File: config.mk
export PLATFORM = sky130hd
export DESIGN_NAME = read_master
export DESIGN_NICKNAME = d
export VERILOG_FILES = /design/src/rtl/dma_pkg.sv /design/src/rtl/burst_calc.sv /design/src/rtl/read_master.sv
export SDC_FILE = /design/constraint.sdc
export NUM_CORES = 1
export LEC_CHECK = 0
export ABC_AREA = 1
export BUFFER_PORTS_ARGS = -buffer_cell sky130_fd_sc_hd__buf_2
export CELL_PAD_IN_SITES_DETAIL_PLACEMENT = 0
export CELL_PAD_IN_SITES_GLOBAL_PLACEMENT = 1
export CORE_MARGIN = 5
export CORE_UTILIZATION = 40
export DETAILED_ROUTE_END_ITERATION = 10
export PLACE_DENSITY_LB_ADDON = 0.12
export SYNTH_ARGS = -nofsm -noshare
export SYNTH_HDL_FRONTEND = slang
export SYNTH_SLANG_ARGS = --single-unit
File: constraint.sdc
create_clock -name clk -period 8.1 [get_ports clk]
set_input_delay 0.81 -clock clk [delete_from_list [all_inputs] [get_ports clk]]
set_output_delay 0.81 -clock clk [all_outputs]
set_load 0.01 [all_outputs]
File: src/rtl/dma_pkg.sv
// Shared DMA definitions: AXI encodings, page size and read FSM states.
// Imported by the read/write masters and their helpers.
package dma_pkg;

  localparam logic [1:0] BURST_INCR = 2'b01;
  localparam logic [2:0] SIZE_4B    = 3'b010;
  localparam logic [1:0] RESP_OKAY  = 2'b00;

  localparam int unsigned BOUNDARY_4K = 4096;

  typedef enum logic [2:0] {
    RD_IDLE,
    RD_CALC,
    RD_WAIT_SPACE,
    RD_AR,
    RD_RDATA,
    RD_DONE
  } rd_state_e;

endpackage

File: src/rtl/burst_calc.sv
// Burst sizing: min of remaining beats, max burst length and beats
// left before the next 4 KB page boundary.
module burst_calc
  import dma_pkg::*;
#(
  parameter int unsigned MAX_BURST = 16
) (
  input  logic [29:0] rem_beats,
  input  logic [11:0] addr_lo,
  output logic [8:0]  beats
);

  logic [12:0] page_bytes;
  logic [10:0] page_beats;
  logic [29:0] m;
  logic        unused_bits;

  assign page_bytes = 13'(BOUNDARY_4K) - {1'b0, addr_lo};
  assign page_beats = page_bytes[12:2];

  always_comb begin
    m = rem_beats;
    if (m > 30'(MAX_BURST))
      m = 30'(MAX_BURST);
    if (m > 30'(page_beats))
      m = 30'(page_beats);
  end

  assign beats = m[8:0];

  // Upper bits are always zero once clipped to MAX_BURST (<= 256).
  assign unused_bits = ^{page_bytes[1:0], m[29:9]};

endmodule

File: src/rtl/read_master.sv
// AXI4 read-side DMA engine: INCR bursts from source into the data FIFO.
// One burst in flight; AR is only issued once the FIFO can hold it all.
module read_master
  import dma_pkg::*;
#(
  parameter int unsigned C_M_AXI_ADDR_WIDTH = 32,
  parameter int unsigned C_M_AXI_DATA_WIDTH = 32,
  parameter int unsigned C_MAX_BURST_LEN    = 16,
  parameter int unsigned C_FIFO_DEPTH       = 64,
  parameter int unsigned C_FIFO_CNT_W       = 7
) (
  input  logic                          clk,
  input  logic                          reset,
  input  logic                          i_start,
  input  logic [C_M_AXI_ADDR_WIDTH-1:0] i_src_addr,
  input  logic [31:0]                   i_total_len,
  output logic                          o_read_done,
  output logic                          o_read_error,
  input  logic [C_FIFO_CNT_W-1:0]       i_fifo_count,
  output logic                          o_fifo_wr_en,
  output logic [C_M_AXI_DATA_WIDTH-1:0] o_fifo_wr_data,
  output logic [C_M_AXI_ADDR_WIDTH-1:0] m_axi_araddr,
  output logic [7:0]                    m_axi_arlen,
  output logic [2:0]                    m_axi_arsize,
  output logic [1:0]                    m_axi_arburst,
  output logic                          m_axi_arvalid,
  input  logic                          m_axi_arready,
  input  logic [C_M_AXI_DATA_WIDTH-1:0] m_axi_rdata,
  input  logic [1:0]                    m_axi_rresp,
  input  logic                          m_axi_rlast,
  input  logic                          m_axi_rvalid,
  output logic                          m_axi_rready
);

  rd_state_e state, state_nx;

  logic [C_M_AXI_ADDR_WIDTH-1:0] addr;
  logic [29:0] rem_beats;
  logic [29:0] rem_after;
  logic [8:0]  burst_beats;
  logic [8:0]  calc_beats;
  logic [8:0]  beat_cnt;
  logic        read_error;
  logic        beat;
  logic        last_beat;
  logic [31:0] cnt_ext;
  logic [31:0] free_words;
  logic        space_ok;
  logic        unused_len;

  assign unused_len = ^i_total_len[1:0];

  burst_calc #(
    .MAX_BURST (C_MAX_BURST_LEN)
  ) u_burst_calc (
    .rem_beats (rem_beats),
    .addr_lo   (addr[11:0]),
    .beats     (calc_beats)
  );

  assign beat      = m_axi_rvalid && (state == RD_RDATA);
  assign last_beat = (beat_cnt == burst_beats - 9'd1);
  assign rem_after = rem_beats - 30'(burst_beats);

  // Guard against a count above depth so the subtraction cannot wrap.
  assign cnt_ext    = 32'(i_fifo_count);
  assign free_words = 32'(C_FIFO_DEPTH) - cnt_ext;
  assign space_ok   = (cnt_ext <= 32'(C_FIFO_DEPTH)) &&
                      (free_words >= 32'(burst_beats));

  always_comb begin
    state_nx = state;
    unique case (state)
      RD_IDLE:
        if (i_start)
          state_nx = (i_total_len[31:2] == 30'd0) ? RD_DONE : RD_CALC;
      RD_CALC:       state_nx = RD_WAIT_SPACE;
      RD_WAIT_SPACE: if (space_ok) state_nx = RD_AR;
      RD_AR:         if (m_axi_arready) state_nx = RD_RDATA;
      RD_RDATA:
        if (beat && last_beat)
          state_nx = (rem_after == 30'd0) ? RD_DONE : RD_CALC;
      RD_DONE:       state_nx = RD_IDLE;
      default:       state_nx = RD_IDLE;
    endcase
  end

  always_ff @(posedge clk or posedge reset) begin
    if (reset) begin
      state       <= RD_IDLE;
      addr        <= '0;
      rem_beats   <= '0;
      burst_beats <= '0;
      beat_cnt    <= '0;
      read_error  <= 1'b0;
    end else begin
      state <= state_nx;
      unique case (state)
        RD_IDLE:
          if (i_start) begin
            addr       <= i_src_addr;
            rem_beats  <= i_total_len[31:2];
            read_error <= 1'b0;
          end
        RD_CALC: begin
          burst_beats <= calc_beats;
          beat_cnt    <= '0;
        end
        RD_RDATA:
          if (beat) begin
            beat_cnt <= beat_cnt + 9'd1;
            // Beat counter ends the burst; rlast is only cross-checked.
            if (m_axi_rresp != RESP_OKAY || m_axi_rlast != last_beat)
              read_error <= 1'b1;
            if (last_beat) begin
              addr      <= addr + C_M_AXI_ADDR_WIDTH'({burst_beats, 2'b00});
              rem_beats <= rem_after;
            end
          end
        default: ;
      endcase
    end
  end

  assign m_axi_arvalid  = (state == RD_AR);
  assign m_axi_araddr   = m_axi_arvalid ? addr : '0;
  assign m_axi_arlen    = m_axi_arvalid ? 8'(burst_beats - 9'd1) : 8'd0;
  assign m_axi_arsize   = SIZE_4B;
  assign m_axi_arburst  = BURST_INCR;
  assign m_axi_rready   = (state == RD_RDATA);
  assign o_fifo_wr_en   = beat;
  assign o_fifo_wr_data = beat ? m_axi_rdata : '0;
  assign o_read_done    = (state == RD_DONE);
  assign o_read_error   = read_error;

endmodule

==> results.ini <==
[outcome]
status = completed

[detailed_routing]
vias_per_cell = 5.04
drt_wl_total_mm = 26.8
routedWlPerCell_um = 15.7
drt_iter0_drc = 540
drc = 0
vias = 8640
drtPass1Iterations = 7
drtAntennaViolNets = 0

[synth]
synthMuxAreaShare_pct = 0
seq_area_frac_synth_pct = 26.6
synthXorXnorAreaFrac_pct = 4.60
synth_compound_area_share_pct = 14.5
synthAdderAreaFrac_pct = 6.83
synth_top_family_by_area = simple AND/OR/NAND/NOR gates
syn_avg_cell_area_um2 = 6.21
post-synth-top-area-cell = dfrtp_1
yosys.area.top_type_share_pct = 26.6
ys_warn_count = 0
yosysUniqueCellTypes = 39
ys_top_cells_by_area = dfrtp_1 (27%), nand2_1 (14%), nor2_1 (9.9%)
synth-seq-cells = 84
netlist_instances = 1273
syn_area_um2 = 7910
synth_simple_gate_area_share_pct = 35.6

[run]
max-cap-violations = 0

[final_layout]
final_common_cell = nand2_1
fillers = 2120
final_cell_mix = nand2_1 (294), nor2_1 (208), buf_2 (185)
final_util_pct = 48.0
finalNetCount = 1596
syn_to_final_growth_pct = 18.0
final_area_um2 = 9330
diodes = 0
drive_gt1_share_pct = 15.3

[setup_path]
worstPathArrival_ns = 3.72
critPathLaunchType = flop
cp-end-kind = flop
worstPathRequired_ns = 8.35
critPathKind = flop to flop
cp_max_fo = 92
reg2reg_setup_slack_ns = 4.63

[placed_design]
hpwl_mm = 21.1
io_buffers = 185
place_area_um2 = 9050
gp_congestion = 0.911
pre_cts_ws_ns = 4.75

[timing]
drv_slew = 0
period_share_pct = 42.8
finalCriticalPeriod_ns = 3.47
holdWs_ns = 0.422
report.final.setup_viol = 0
setup-tns-final_ns = 0
setup_slack_ns = 4.63
rsz0062_at_grt = no
fmax_mhz = 288
hold_viol = 0
skew_ns = 0.0144
slew_headroom_pct = 34.8
worstMarginPinSlew_ns = 0.972

[floorplan]
die_x_um = 151
ioPinCount = 193
coreArea_um2 = 19500
initial_utilization_pct = 40.6
row_count = 51
floorplan.die_area_um2 = 22700
die_h_um = 151

[grt]
grt_max_degree = 93
grt_pass1_vias = 8025
antenna_found_initial = 0
grtUsageTotal_pct = 23.4
grt_first_pass_wirelength_mm = 42.0
grt_overflow = 0

[clock_tree]
numCtsBuffers = 9
cts_max_path_buffers = 2
cts_tree = built
clkLatencyLatePin_ns = 0.35
holdBufCountCts = 0
h-tree-depth = 3
cts.sink_count = 84
clkSlewWorstSetupHoldPaths_ns = 0.07
postCtsSetupBuffers = 0
ctsResizeCount = 0
clock-root-buffer = clkbuf_16

[pwr]
total_leakage_power_nw = 4.94
worst_ir_drop_vdd_v = 0.000131
power_density_nw_per_um2 = 358

[hold_path]
hold_path_class = input pin to async pin

==> Yosys cell counts (all sizes together) <==
cell      n
fa        2
o221ai    1
nand3b    4
xor2     34
inv     187
o21a      1
xnor3     1
o22ai     4
o21ai   110
nor3b     2
nand2   296
nand3    84
nor3     23
dfrtp    84
nand4    31
clkinv    2
and2      3
a31oi     1
nor2    212
or2       4
ha       40
a21oi    40
o21bai    1
conb      2
o211ai   39
clkbuf   18
a21boi    1
a21o      1
nor4     12
o31ai     4
buf      24
xnor2     5
==> logic make-up after synthesis <==
kind of cell	Yosys count
AOI/OAI and AO/OA	203
DFF	84
other	2
xor gates and xnor gates	40
and+or+nand+nor	671
adders and majority gates	42
buffers and inverters	231
==> per-layer routing <==
| metal | vias up | track usage (%) | routed length [µm] |
|---|---|---|---|
| li1 | 4451 | - | - |
| met1 | 3966 | 34.1 | 12900 |
| met3 | 12 | 3.46 | 1300 |
| met5 | - | 0 | 0 |
| met2 | 211 | 37.9 | 12500 |
| met4 | 0 | 2.99 | 218 |
==> power by group <==
group,internal [W],switching [W],leakage (nW)
Sequential,0.000605,0.000186,1.05
Clock,0.000238,0.000181,0.139
Combinational,0.000686,0.00145,3.76
Total,0.00153,0.00181,4.94
==> path summary, 6_finish.rpt <==
check | startpoint | endpoint | depth (start not counted)
worst max-delay path | burst_beats[0]$_DFFE_PP0P_ | rem_beats[5]$_DFFE_PP0P_ | 14
worst min-delay path | reset | rem_beats[25]$_DFFE_PP0P_ | 2
worst max register to register | burst_beats[0]$_DFFE_PP0P_ | rem_beats[5]$_DFFE_PP0P_ | 14
worst min register to register | addr[30]$_DFFE_PP0P_ | addr[30]$_DFFE_PP0P_ | 2
max in group asynchronous | reset | addr[17]$_DFFE_PP0P_ | 3
min in group clk | addr[30]$_DFFE_PP0P_ | addr[30]$_DFFE_PP0P_ | 2
==> state kept, by name (all words and copies together), names as in the netlist <==
| signal | cells |
|---|---|
| addr | 32 |
| rem_beats | 30 |
| beat_cnt | 9 |
| burst_beats | 9 |
| state | 3 |
| o_read_error | 1 |
==> through the flow <==
stage / cells / total power [W]
floorplan: 1282 / 0.00231
global placement: 1697 / 0.00288
global route: 1713 / 0.00370
detailed placement: 1697 / 0.00290
finish: 1713 / 0.00334
CTS: 1713 / 0.00333
==> final cells by class <==
type / instances / area (µm²) / area share [%]
inverters: 189 / 711 / 7.61
well taps: 265 / 332 / 3.55
clock buffers: 11 / 233 / 2.49
repair buffers: 192 / 978 / 10.5
multi-input cells: 967 / 4930 / 52.8
clock inverters: 5 / 52.6 / 0.563
flip-flops and latches: 84 / 2100 / 22.5
==> critical path, stage by stage (launching register included) <==
cell      delay, ns
dfrtp_1        0.62
inv_1          0.12
ha_1           0.26
xnor2_1        0.38
inv_1          0.08
nand2_1        0.07
nand4_1        0.07
nor2_1         0.10
nand2_1        0.05
nor2_1         0.16
nand2_2        0.13
a21boi_4       0.13
buf_4          0.69
o211ai_1       0.28
o21ai_0        0.15
(Power assumes the default switching activity.)
